===== src/rtl/fp_mult_pkg.sv =====
// Shared types and defaults for the shared fp multiplier scheduler.
package fp_mult_pkg;

  localparam int unsigned NREQ    = 4;
  localparam int unsigned LATENCY = 3;
  localparam int unsigned FP_W    = 32;
  localparam int unsigned RND_W   = 3;
  localparam int unsigned STAT_W  = 8;

  typedef enum logic [RND_W-1:0] {
    RND_NE   = 3'b000,
    RND_ZERO = 3'b001,
    RND_PINF = 3'b010,
    RND_NINF = 3'b011,
    RND_UP   = 3'b100,
    RND_AWAY = 3'b101
  } rnd_t;

  typedef enum logic [1:0] {
    RUN     = 2'd0,
    DRAIN   = 2'd1,
    DRAINED = 2'd2
  } sched_state_t;

  typedef struct packed {
    logic [FP_W-1:0] a;
    logic [FP_W-1:0] b;
    rnd_t            rnd;
  } mul_op_t;

  // Reserved encodings fall back to round-to-nearest-even.
  function automatic rnd_t rnd_sanitize(input logic [RND_W-1:0] r);
    return (r > 3'd5) ? RND_NE : rnd_t'(r);
  endfunction

endpackage


===== src/rtl/fp_mult_top.sv =====
// IEEE-754 single multiplier, LATENCY register stages from inputs to z.
// Subnormal operands and results are flushed to zero.
module fp_mult_top #(
  parameter int unsigned LATENCY = fp_mult_pkg::LATENCY
) (
  input  logic        clk,
  input  logic        rst_n,
  input  logic [31:0] a,
  input  logic [31:0] b,
  input  logic [2:0]  rnd,
  output logic [31:0] z,
  output logic [7:0]  status
);

  logic                     sign, inc, inexact, ovf_inf;
  logic                     a_nan, b_nan, a_inf, b_inf, a_zero, b_zero;
  logic                     rbit, sbit;
  logic [47:0]              prod;
  logic [23:0]              mant;
  logic [24:0]              mrnd;
  logic [22:0]              frac;
  logic signed [9:0]        exp_s, exp_f;
  logic [31:0]              z_c;
  logic [7:0]               st_c;
  logic [LATENCY-1:0][31:0] z_q, z_d;
  logic [LATENCY-1:0][7:0]  st_q, st_d;

  always_comb begin
    sign   = a[31] ^ b[31];
    a_nan  = (a[30:23] == 8'hFF) && (a[22:0] != 23'd0);
    b_nan  = (b[30:23] == 8'hFF) && (b[22:0] != 23'd0);
    a_inf  = (a[30:23] == 8'hFF) && (a[22:0] == 23'd0);
    b_inf  = (b[30:23] == 8'hFF) && (b[22:0] == 23'd0);
    a_zero = (a[30:23] == 8'h00);
    b_zero = (b[30:23] == 8'h00);
    prod   = 48'({1'b1, a[22:0]}) * 48'({1'b1, b[22:0]});
    exp_s  = $signed({2'b00, a[30:23]}) + $signed({2'b00, b[30:23]}) - 10'sd127;
    mant   = prod[46:23];
    rbit   = prod[22];
    sbit   = |prod[21:0];
    if (prod[47]) begin
      mant  = prod[47:24];
      rbit  = prod[23];
      sbit  = |prod[22:0];
      exp_s = exp_s + 10'sd1;
    end
    inexact = rbit | sbit;

    case (rnd)
      fp_mult_pkg::RND_ZERO: inc = 1'b0;
      fp_mult_pkg::RND_PINF: inc = !sign & inexact;
      fp_mult_pkg::RND_NINF: inc = sign & inexact;
      fp_mult_pkg::RND_UP:   inc = rbit & (sbit | !sign);
      fp_mult_pkg::RND_AWAY: inc = rbit;
      default:               inc = rbit & (sbit | mant[0]);
    endcase

    // A mantissa carry only happens from all-ones, leaving a zero fraction.
    mrnd  = {1'b0, mant} + 25'(inc);
    frac  = mrnd[24] ? mrnd[23:1] : mrnd[22:0];
    exp_f = exp_s + (mrnd[24] ? 10'sd1 : 10'sd0);

    case (rnd)
      fp_mult_pkg::RND_ZERO: ovf_inf = 1'b0;
      fp_mult_pkg::RND_PINF: ovf_inf = !sign;
      fp_mult_pkg::RND_NINF: ovf_inf = sign;
      default:               ovf_inf = 1'b1;
    endcase

    // status: [0] zero [1] inf [2] invalid [3] tiny [4] huge [5] inexact
    z_c  = {sign, exp_f[7:0], frac};
    st_c = {2'b00, inexact, 5'b00000};
    if (a_nan || b_nan || (a_inf && b_zero) || (a_zero && b_inf)) begin
      z_c  = 32'h7FC0_0000;
      st_c = 8'b0000_0100;
    end else if (a_inf || b_inf) begin
      z_c  = {sign, 8'hFF, 23'd0};
      st_c = 8'b0000_0010;
    end else if (a_zero || b_zero) begin
      z_c  = {sign, 31'd0};
      st_c = 8'b0000_0001;
    end else if (exp_f >= 10'sd255) begin
      z_c  = ovf_inf ? {sign, 8'hFF, 23'd0} : {sign, 8'hFE, 23'h7F_FFFF};
      st_c = {2'b00, 1'b1, 1'b1, 2'b00, ovf_inf, 1'b0};
    end else if (exp_f <= 10'sd0) begin
      z_c  = {sign, 31'd0};
      st_c = 8'b0010_1001;
    end
  end

  always_comb begin
    z_d  = (LATENCY*32)'({z_q, z_c});
    st_d = (LATENCY*8)'({st_q, st_c});
  end

  always_ff @(posedge clk or negedge rst_n) begin
    if (!rst_n) begin
      z_q  <= '0;
      st_q <= '0;
    end else begin
      z_q  <= z_d;
      st_q <= st_d;
    end
  end

  assign z      = z_q[LATENCY-1];
  assign status = st_q[LATENCY-1];

endmodule


===== src/rtl/rr_arbiter.sv =====
// Round-robin one-hot grant: lowest index at or after ptr, wrapping.
module rr_arbiter #(
  parameter  int unsigned N  = 4,
  localparam int unsigned IW = (N > 1) ? $clog2(N) : 1
) (
  input  logic          en,
  input  logic [N-1:0]  req,
  input  logic [IW-1:0] ptr,
  output logic [N-1:0]  gnt_c,
  output logic [IW-1:0] gnt_idx_c,
  output logic          gnt_vld_c
);

  logic [IW-1:0] cand;

  always_comb begin
    gnt_c     = '0;
    gnt_idx_c = '0;
    gnt_vld_c = 1'b0;
    cand      = '0;
    for (int unsigned k = 0; k < N; k++) begin
      cand = IW'((32'(ptr) + k) % N);
      if (en && !gnt_vld_c && req[cand]) begin
        gnt_c[cand] = 1'b1;
        gnt_idx_c   = cand;
        gnt_vld_c   = 1'b1;
      end
    end
  end

endmodule


===== src/rtl/fp_mult_sched.sv =====
// Shares one fp_mult_top among NREQ requesters with round-robin issue,
// id tracking alongside the multiplier pipeline, and a drain handshake.
module fp_mult_sched #(
  parameter  int unsigned NREQ    = fp_mult_pkg::NREQ,
  parameter  int unsigned LATENCY = fp_mult_pkg::LATENCY,
  localparam int unsigned IW      = (NREQ > 1) ? $clog2(NREQ) : 1,
  localparam int unsigned CW      = $clog2(LATENCY + 2)
) (
  input  logic                  clk,
  input  logic                  rst,
  input  logic [NREQ-1:0]       req_valid,
  output logic [NREQ-1:0]       req_ready,
  input  logic [NREQ-1:0][31:0] req_a,
  input  logic [NREQ-1:0][31:0] req_b,
  input  logic [NREQ-1:0][2:0]  req_rnd,
  output logic                  rsp_valid,
  output logic [IW-1:0]         rsp_id,
  output logic [31:0]           rsp_z,
  output logic [7:0]            rsp_status,
  input  logic                  drain,
  output logic                  drained,
  output logic                  busy
);

  fp_mult_pkg::sched_state_t state_q, state_d;
  fp_mult_pkg::mul_op_t      iss_q, iss_d;
  logic [IW-1:0]             ptr_q, ptr_d, iss_id_q, iss_id_d;
  logic [CW-1:0]             cnt_q, cnt_d;
  logic                      iss_vld_q, iss_vld_d;
  logic [LATENCY-1:0]        vld_q, vld_d;
  logic [LATENCY-1:0][IW-1:0] id_q, id_d;
  logic                      rsp_valid_q, rsp_valid_d;
  logic [IW-1:0]             rsp_id_q, rsp_id_d;
  logic [31:0]               rsp_z_q, rsp_z_d;
  logic [7:0]                rsp_status_q, rsp_status_d;
  logic                      drained_q, drained_d, busy_q, busy_d;

  logic                      arb_en_c, xfer_c;
  logic [IW-1:0]             gnt_idx_c;
  logic [31:0]               mul_z;
  logic [7:0]                mul_status;

  assign arb_en_c = !rst && (state_q == fp_mult_pkg::RUN) && !drain;

  rr_arbiter #(.N(NREQ)) u_arb (
    .en        (arb_en_c),
    .req       (req_valid),
    .ptr       (ptr_q),
    .gnt_c     (req_ready),
    .gnt_idx_c (gnt_idx_c),
    .gnt_vld_c (xfer_c)
  );

  fp_mult_top #(.LATENCY(LATENCY)) u_mult (
    .clk    (clk),
    .rst_n  (~rst),
    .a      (iss_q.a),
    .b      (iss_q.b),
    .rnd    (iss_q.rnd),
    .z      (mul_z),
    .status (mul_status)
  );

  always_comb begin
    state_d      = state_q;
    ptr_d        = ptr_q;
    cnt_d        = cnt_q;
    iss_d        = iss_q;
    iss_id_d     = iss_id_q;
    iss_vld_d    = xfer_c;
    vld_d        = LATENCY'({vld_q, iss_vld_q});
    id_d         = (LATENCY*IW)'({id_q, iss_id_q});
    rsp_valid_d  = vld_q[LATENCY-1];
    rsp_id_d     = rsp_id_q;
    rsp_z_d      = rsp_z_q;
    rsp_status_d = rsp_status_q;

    if (xfer_c) begin
      ptr_d     = IW'((32'(gnt_idx_c) + 32'd1) % NREQ);
      iss_d.a   = req_a[gnt_idx_c];
      iss_d.b   = req_b[gnt_idx_c];
      iss_d.rnd = fp_mult_pkg::rnd_sanitize(req_rnd[gnt_idx_c]);
      iss_id_d  = gnt_idx_c;
    end

    if (rsp_valid_d) begin
      rsp_id_d     = id_q[LATENCY-1];
      rsp_z_d      = mul_z;
      rsp_status_d = mul_status;
    end

    // Retire on the edge that raises rsp_valid so the count stays <= LATENCY+1.
    case ({xfer_c, rsp_valid_d})
      2'b10:   cnt_d = cnt_q + CW'(1);
      2'b01:   cnt_d = cnt_q - CW'(1);
      default: cnt_d = cnt_q;
    endcase

    case (state_q)
      fp_mult_pkg::RUN:     if (drain) state_d = fp_mult_pkg::DRAIN;
      fp_mult_pkg::DRAIN: begin
        if (cnt_q == '0)  state_d = fp_mult_pkg::DRAINED;
        else if (!drain)  state_d = fp_mult_pkg::RUN;
      end
      fp_mult_pkg::DRAINED: if (!drain) state_d = fp_mult_pkg::RUN;
      default:              state_d = fp_mult_pkg::RUN;
    endcase

    drained_d = (state_d == fp_mult_pkg::DRAINED);
    busy_d    = (cnt_d != '0);
  end

  always_ff @(posedge clk) begin
    if (rst) begin
      state_q      <= fp_mult_pkg::RUN;
      ptr_q        <= '0;
      cnt_q        <= '0;
      iss_q        <= '0;
      iss_id_q     <= '0;
      iss_vld_q    <= 1'b0;
      vld_q        <= '0;
      id_q         <= '0;
      rsp_valid_q  <= 1'b0;
      rsp_id_q     <= '0;
      rsp_z_q      <= '0;
      rsp_status_q <= '0;
      drained_q    <= 1'b0;
      busy_q       <= 1'b0;
    end else begin
      state_q      <= state_d;
      ptr_q        <= ptr_d;
      cnt_q        <= cnt_d;
      iss_q        <= iss_d;
      iss_id_q     <= iss_id_d;
      iss_vld_q    <= iss_vld_d;
      vld_q        <= vld_d;
      id_q         <= id_d;
      rsp_valid_q  <= rsp_valid_d;
      rsp_id_q     <= rsp_id_d;
      rsp_z_q      <= rsp_z_d;
      rsp_status_q <= rsp_status_d;
      drained_q    <= drained_d;
      busy_q       <= busy_d;
    end
  end

  assign rsp_valid  = rsp_valid_q;
  assign rsp_id     = rsp_id_q;
  assign rsp_z      = rsp_z_q;
  assign rsp_status = rsp_status_q;
  assign drained    = drained_q;
  assign busy       = busy_q;

endmodule

===== config.mk =====
export PLATFORM = sky130hd
export DESIGN_NAME = fp_mult_sched
export DESIGN_NICKNAME = d
export VERILOG_FILES = /design/src/rtl/fp_mult_pkg.sv /design/src/rtl/fp_mult_top.sv /design/src/rtl/rr_arbiter.sv /design/src/rtl/fp_mult_sched.sv
export SDC_FILE = /design/constraint.sdc
export NUM_CORES = 2
export LEC_CHECK = 0
export ABC_AREA = 1
export BUFFER_PORTS_ARGS = -buffer_cell sky130_fd_sc_hd__buf_4
export CAP_MARGIN = 20
export CORE_MARGIN = 2
export CORE_UTILIZATION = 48
export CTS_CLUSTER_SIZE = 8
export DETAILED_ROUTE_END_ITERATION = 10
export PLACE_DENSITY = 0.67
export SYNTH_ARGS = -nofsm -noshare
export SYNTH_HDL_FRONTEND = slang
export SYNTH_HIERARCHICAL = 1
export SYNTH_SLANG_ARGS = --single-unit
export TNS_END_PERCENT = 1

===== constraint.sdc =====
create_clock -name clk -period 11.5 [get_ports clk]
set_clock_uncertainty 0.05 [all_clocks]
set_input_delay 0.575 -clock clk [delete_from_list [all_inputs] [get_ports clk]]
set_output_delay 0.575 -clock clk [all_outputs]
set_load 0.01 [all_outputs]

Yosys cells after proc, flatten, opt, wreduce, memory -nomap -nowiden
Index checks and enable logic that the tools add are counted.
- register bits: 251
- latch bits: 0
- memory bits (writable): 0
- memory bits (read-only): 0
- input port bits: 275
- output and inout port bits: 49
- word-level logic and storage cells: 171
- memories kept: 0
- $add $sub $neg: 11
- multipliers: 1
- divide/modulo/power cells: 0
- order comparisons: 12
- equality and inequality tests: 12
- shift operators: 0
- mux-type cells: 59
- bitwise operators: 11
- reduce and logical (&&, ||, !) cells: 41
- operator list (cell ; count):
    32-bit binary-select mux with 2-bit select ; 2
    31-bit 2-to-1 mux ; 4
    32-bit 2-to-1 mux ; 3
    24-bit by 24-bit multiplier with 48-bit output ; 1
    24-bit 2-to-1 mux ; 2
    23-bit zero test ; 2
    23-bit nonzero test ; 2
    8-bit 2-to-1 mux ; 4
    24-bit by 1-bit adder with 25-bit output ; 1
    23-bit 2-to-1 mux ; 1
    23-bit OR reduction ; 1
    22-bit OR reduction ; 1
    1-bit logical AND ; 19
    8-bit equality test (second input constant) ; 2
    8-bit zero test ; 2
    4-bit 2-to-1 mux ; 4
    2-bit by 3-bit < comparator with 1-bit output (second input constant) ; 5
    1-bit 2-to-1 mux ; 15
    2-bit 2-to-1 mux ; 7
    4-bit OR ; 3
    10-bit adder ; 1
    10-bit by 2-bit adder with 10-bit output (second input constant) ; 1
    10-bit by 9-bit >= comparator with 1-bit output (second input constant) ; 1
    10-bit by 1-bit less-or-equal comparator with 1-bit output (second input constant) ; 1
    other kinds (31) ; 62

Depth between registers and ports, before layout
- word-level depth: 21
- mapped depth: 63
- depth with buffers taken out: 57

Cells and area by module
Netlist, hierarchy kept.
- modules (own cells, without submodules) (module ; times used ; cells each ; area each (um2) ; sequential area each (um2)):
    fp_mult_top ; 1 ; 3724 ; 27094.7 ; 2852.7
    fp_mult_sched ; 1 ; 1022 ; 6586.3 ; 2622.5
    rr_arbiter ; 1 ; 91 ; 546.8 ; 0.0

Worst setup path after synthesis
OpenSTA, ideal clock, no wires.
- kind: register to register
- start point: register iss_q[6] in the netlist's numbering
- end point: register u_mult.z_q (netlist bit u_mult/z_d[34])
- library setup time: 0.121 ns
- arrival time: 9.368 ns
- required time: 11.329 ns
- slack: 1.960 ns
- stages on the path, launching flop included: 57
- path buffers: 6
- cells stage by stage: dfxtp_1 clkbuf_1 clkbuf_1 nand2_1 fa_1 inv_1 fa_1 inv_1 fa_1 inv_1 fa_1 inv_1 fa_1 inv_1 fa_1 inv_1 fa_1 inv_1 [21 not listed] inv_1 nor2_2 nand2_2 nor3_2 nand2_1 nor3_2 ha_1 ha_1 or2_2 nor2_1 nand3_1 nor2_1 nand3_2 nand2_2 inv_2 nand3_2 buf_6 nor2_2
- longest elaborated chain between the ends: 15
- elaborated cells between the ends (all ways): 35
- classes of those cells: add/sub: 2; mul: 1; order compare: 2; mux: 12; bitwise: 7; reduce/logical: 11
- RTL lines (item ; RTL line ; source):
    start, declared ; fp_mult_sched.sv:26 ; fp_mult_pkg::mul_op_t iss_q, iss_d;
    start signal, assigned ; fp_mult_sched.sv:133 ; iss_q <= iss_d;
    24-bit by 24-bit multiplier with 48-bit output ; fp_mult_top.sv:36 ; prod = 48'({1'b1, a[22:0]}) * 48'({1'b1, b[22:0]});
    23-bit OR reduction or 22-bit OR reduction (tied branches) ; fp_mult_top.sv:44, fp_mult_top.sv:40 ;
    1-bit 2-to-1 mux ; fp_mult_top.sv:41 ; if (prod[47]) begin
    1-bit OR (on tied branches) ; fp_mult_top.sv:55, fp_mult_top.sv:47, fp_mult_top.sv:53 ;
    1-bit AND (on tied branches) ; n/a ;
    1-bit one-hot mux with 5 select lines ; fp_mult_top.sv:49 ; case (rnd)
    24-bit by 1-bit adder with 25-bit output ; fp_mult_top.sv:59 ; mrnd = {1'b0, mant} + 25'(inc);
    1-bit 2-to-1 mux ; fp_mult_top.sv:61 ; exp_f = exp_s + (mrnd[24] ? 10'sd1 : 10'sd0);
    10-bit adder ; fp_mult_top.sv:61 ;
    10-bit by 1-bit less-or-equal comparator with 1-bit output ; fp_mult_top.sv:85 ; end else if (exp_f <= 10'sd0) begin
    31-bit 2-to-1 mux ; fp_mult_top.sv:85 ;
    31-bit 2-to-1 mux ; fp_mult_top.sv:82 ; end else if (exp_f >= 10'sd255) begin
    31-bit 2-to-1 mux ; fp_mult_top.sv:79 ; end else if (a_zero || b_zero) begin
    31-bit 2-to-1 mux ; fp_mult_top.sv:76 ; end else if (a_inf || b_inf) begin
    32-bit 2-to-1 mux * ; fp_mult_top.sv:73 ; if (a_nan || b_nan || (a_inf && b_zero) || (a_zero && b_inf)) begin
    named net u_mult.z_c[2] ; fp_mult_top.sv:23 ; logic [31:0] z_c;
    end signal, assigned ; fp_mult_top.sv:101 ; z_q <= z_d;
    end, declared ; fp_mult_top.sv:25 ; logic [LATENCY-1:0][31:0] z_q, z_d;
Mark *: on every way through the listed nets, which the timed path passes. The rest lies on a longest branch.
A chain may end at the register's enable or synchronous reset.

Worst setup path in the final report
- start point: register iss_q[12] in the netlist's numbering
- end point: register u_mult.z_q (netlist bit u_mult/z_d[39])
The elaborated chain is that of the path after synthesis.

==> qor.txt <==
Postcts setup bufs - 0
CP delay by family, top - adder cells
EDFF count, synth - 0
Worst R2R End - u_mult/z_d[39]
Area growth from synthesis to layout - 12.7%
Core ar. - 0.0703 mm2
Slew margin rel. - 30.9%
Min-Delay Path Depth - 2
Fmax - 0.0939 GHz
Reg2reg start - iss_q[12]
Worst-case hold path end point - state_q[0]
Asr flop ratio synth - 46.5%
CP Max Fanout - 19
Final Setup Violations - 0
Unrepaired setup endpoints after global routing - false
Worst-margin pin slew - 1.04 ns
Min-Delay Path Class - in -> reg
Setup crit start kind - register
Total Wirelength - 101000 um
Worst path bufs/invs - 8
Final hold vios - 0
#FFs+latches synth - 245
Total number of vias - 30500
Slowest-stage cell, CP - dfxtp_1
Synth Cell Area - 0.0342 mm2
Die footprint - 0.0735 mm2
Final ANT Viol Nets - 0
Final Max Tran Viols - 0
CTS root buf - clkbuf_16
Antenna violations before repair - 1
CP Class - reg -> reg
CP Data Required Time - 11.91 ns
Top post-synthesis cells by area - fa_1, nand2_1, inv_1
R2r setup slk - 0.85 ns
Max incr delay on CP - 0.93 ns
Total gr overflow - 0
Pin count of the biggest net entering global routing - 91
Clock sinks - 245
Post-DP HPWL - 81900 um
Largest area contributor in the netlist - fa_1
Crit end category - register
CTS buffer count - 37
Die width - 271 um
R2R cell count - 49
CTS tree - done
Iter 0 DRT Violations - 2489
Gp weighted congestion - 0.955
Vias in the first global route - 29900
Post_cts resized - 0
Status - complete, no violations
# IOs - 324
First drt pass iteration count - 6
Routed length per instance - 16.7 um
Post-layout net count - 6030
Max clock buf depth - 3
Syn Inst Count - 4837
WP data arrival - 11.06 ns
Distinct cell type count after synthesis - 54
Commonest cells post-synth - nand2_1, inv_1, nor2_1, fa_1, ha_1
Fin crit period - 10.65 ns
Setup TNS - 0 ns
Synth Warn # - 6
Most common cell in the netlist - nand2_1
H-Tree Depth - 2
Commonest register cell after synthesis - dfxtp_1
Max Cap Viol - 0
DR vias/cell - 5.05
Initial core utilization - 48.7%
Synth Area per Inst - 7.08 um2
Yosys top cell area share - 28.3%
Post-CTS Hold Buffers - 0
Total GRT Usage - 27.6%
CP dominant cell by count - nand2_1
Skew-Pair Late Insertion Delay - 0.57 ns
Tcrit/Tclk final - 92.6%
First-pass GRT wire length - 162000 um
Port buffer count - 323
# DRC - 0
Hold Path Origin - drain
Seq/Total Area, Yosys - 16.0%
# rows - 97
Reg clk slew, reported paths - 0.05 ns
Die H - 271 um
Ratio of cells with drive above 1 in the final layout - 11.1%
state kept, by name, indices dropped and copies added (netlist names), 2 cells and up:
signal         flops
u_mult/z_d        64
state_q            2
iss_id_q           2
id_q               2
rsp_status         8
rsp_z             32
u_mult/z          32
cnt_q              3
ptr_q              2
u_mult/status      6
rsp_id             2
iss_q             67
id_d               4
u_mult/st_d       12
vld_q              3
worst register-to-register path: cells and delay by family, from the launching register on:
family	cells	cell delay [ns]
and+or+nand+nor	25	3.37
adders and majority gates	12	4.94
DFF	1	0.93
buffers and inverters	8	0.72
AOI/OAI and AO/OA	4	0.57
area by class of cell:
class                      count  area [um2]
fill                        6825       31700
tap                          940        1180
inverter                    1195        4490
timing repair buffer         394        2980
clock inverter                 4        73.8
sequential                   245        5480
multi-input combinational   3197       23300
antenna                        1        2.50
clock buffer                  57        1020
stage by stage:
step	utilization (%)	area (um2)	worst slack, ns	cells	hold slack, ns
detailed placement	53.3	37400	0.676	5969	0.285
global placement	53.3	37400	0.883	5969	0.282
floorplan	-	34200	1.96	4838	0.281
finish	54.9	38600	0.848	6033	0.261
CTS	54.8	38500	0.560	6030	0.235
global route	54.9	38600	0.0517	6033	0.261
layout by cell type, fill, tap and decap left out, types with 2 or more instances in the layout:
master / count
nand3_2: 12
o21bai_1: 3
a21oi_2: 3
or4_1: 2
nand2_2: 31
dfxtp_2: 5
nand2_1: 1221
nor2_2: 28
xor2_1: 33
xnor2_1: 11
nand3_4: 4
conb_1: 2
fa_1: 484
dfxtp_1: 126
dfrtp_1: 114
nand3b_1: 9
inv_2: 12
nand3_1: 109
ha_1: 201
nor2_1: 533
o21a_1: 2
inv_1: 1177
clkinv_1: 3
nand4_1: 50
nor3_2: 8
nand2_4: 7
buf_4: 392
nor3_1: 13
clkbuf_16: 38
or2_2: 6
nor4_1: 17
a21oi_1: 59
o22ai_1: 65
clkbuf_1: 19
o21ai_1: 77
and2_1: 3
nor2_4: 8
o21ai_0: 185
routing by layer:
layer  track usage, %  part of all wire [%]
met4             7.71                   2.8
met5                0                     0
met2             44.5                    46
met3             4.69                   7.8
met1             38.2                    43
how the worst max path moves through the flow:
stage          startpoint              to  slack, ns  cells past startpoint
5_1_grt         iss_q[49]  u_mult/z_d[40]       0.05                     52
3_3_place_gp    iss_q[13]  u_mult/z_d[41]       0.88                     48
6_report        iss_q[12]  u_mult/z_d[39]       0.85                     49
2_1_floorplan    iss_q[6]  u_mult/z_d[34]       1.96                     56
3_5_place_dp    iss_q[13]  u_mult/z_d[42]       0.68                     48
4_1_cts         iss_q[13]  u_mult/z_d[38]       0.56                     48
kinds of logic after synthesis:
| group | synth area share [%] |
|---|---|
| buf+inv | 15.9 |
| mux | 0.0292 |
| fa+ha+maj | 35.7 |
| flops | 16.0 |
| compound gates | 6.13 |
| xor+xnor | 1.13 |
| simple gates | 25.2 |
| other cells | 0.0110 |
Power is left out: the tool's default activity adds up to more than one toggle a clock period on the data nets, which glitch-free logic cannot reach.
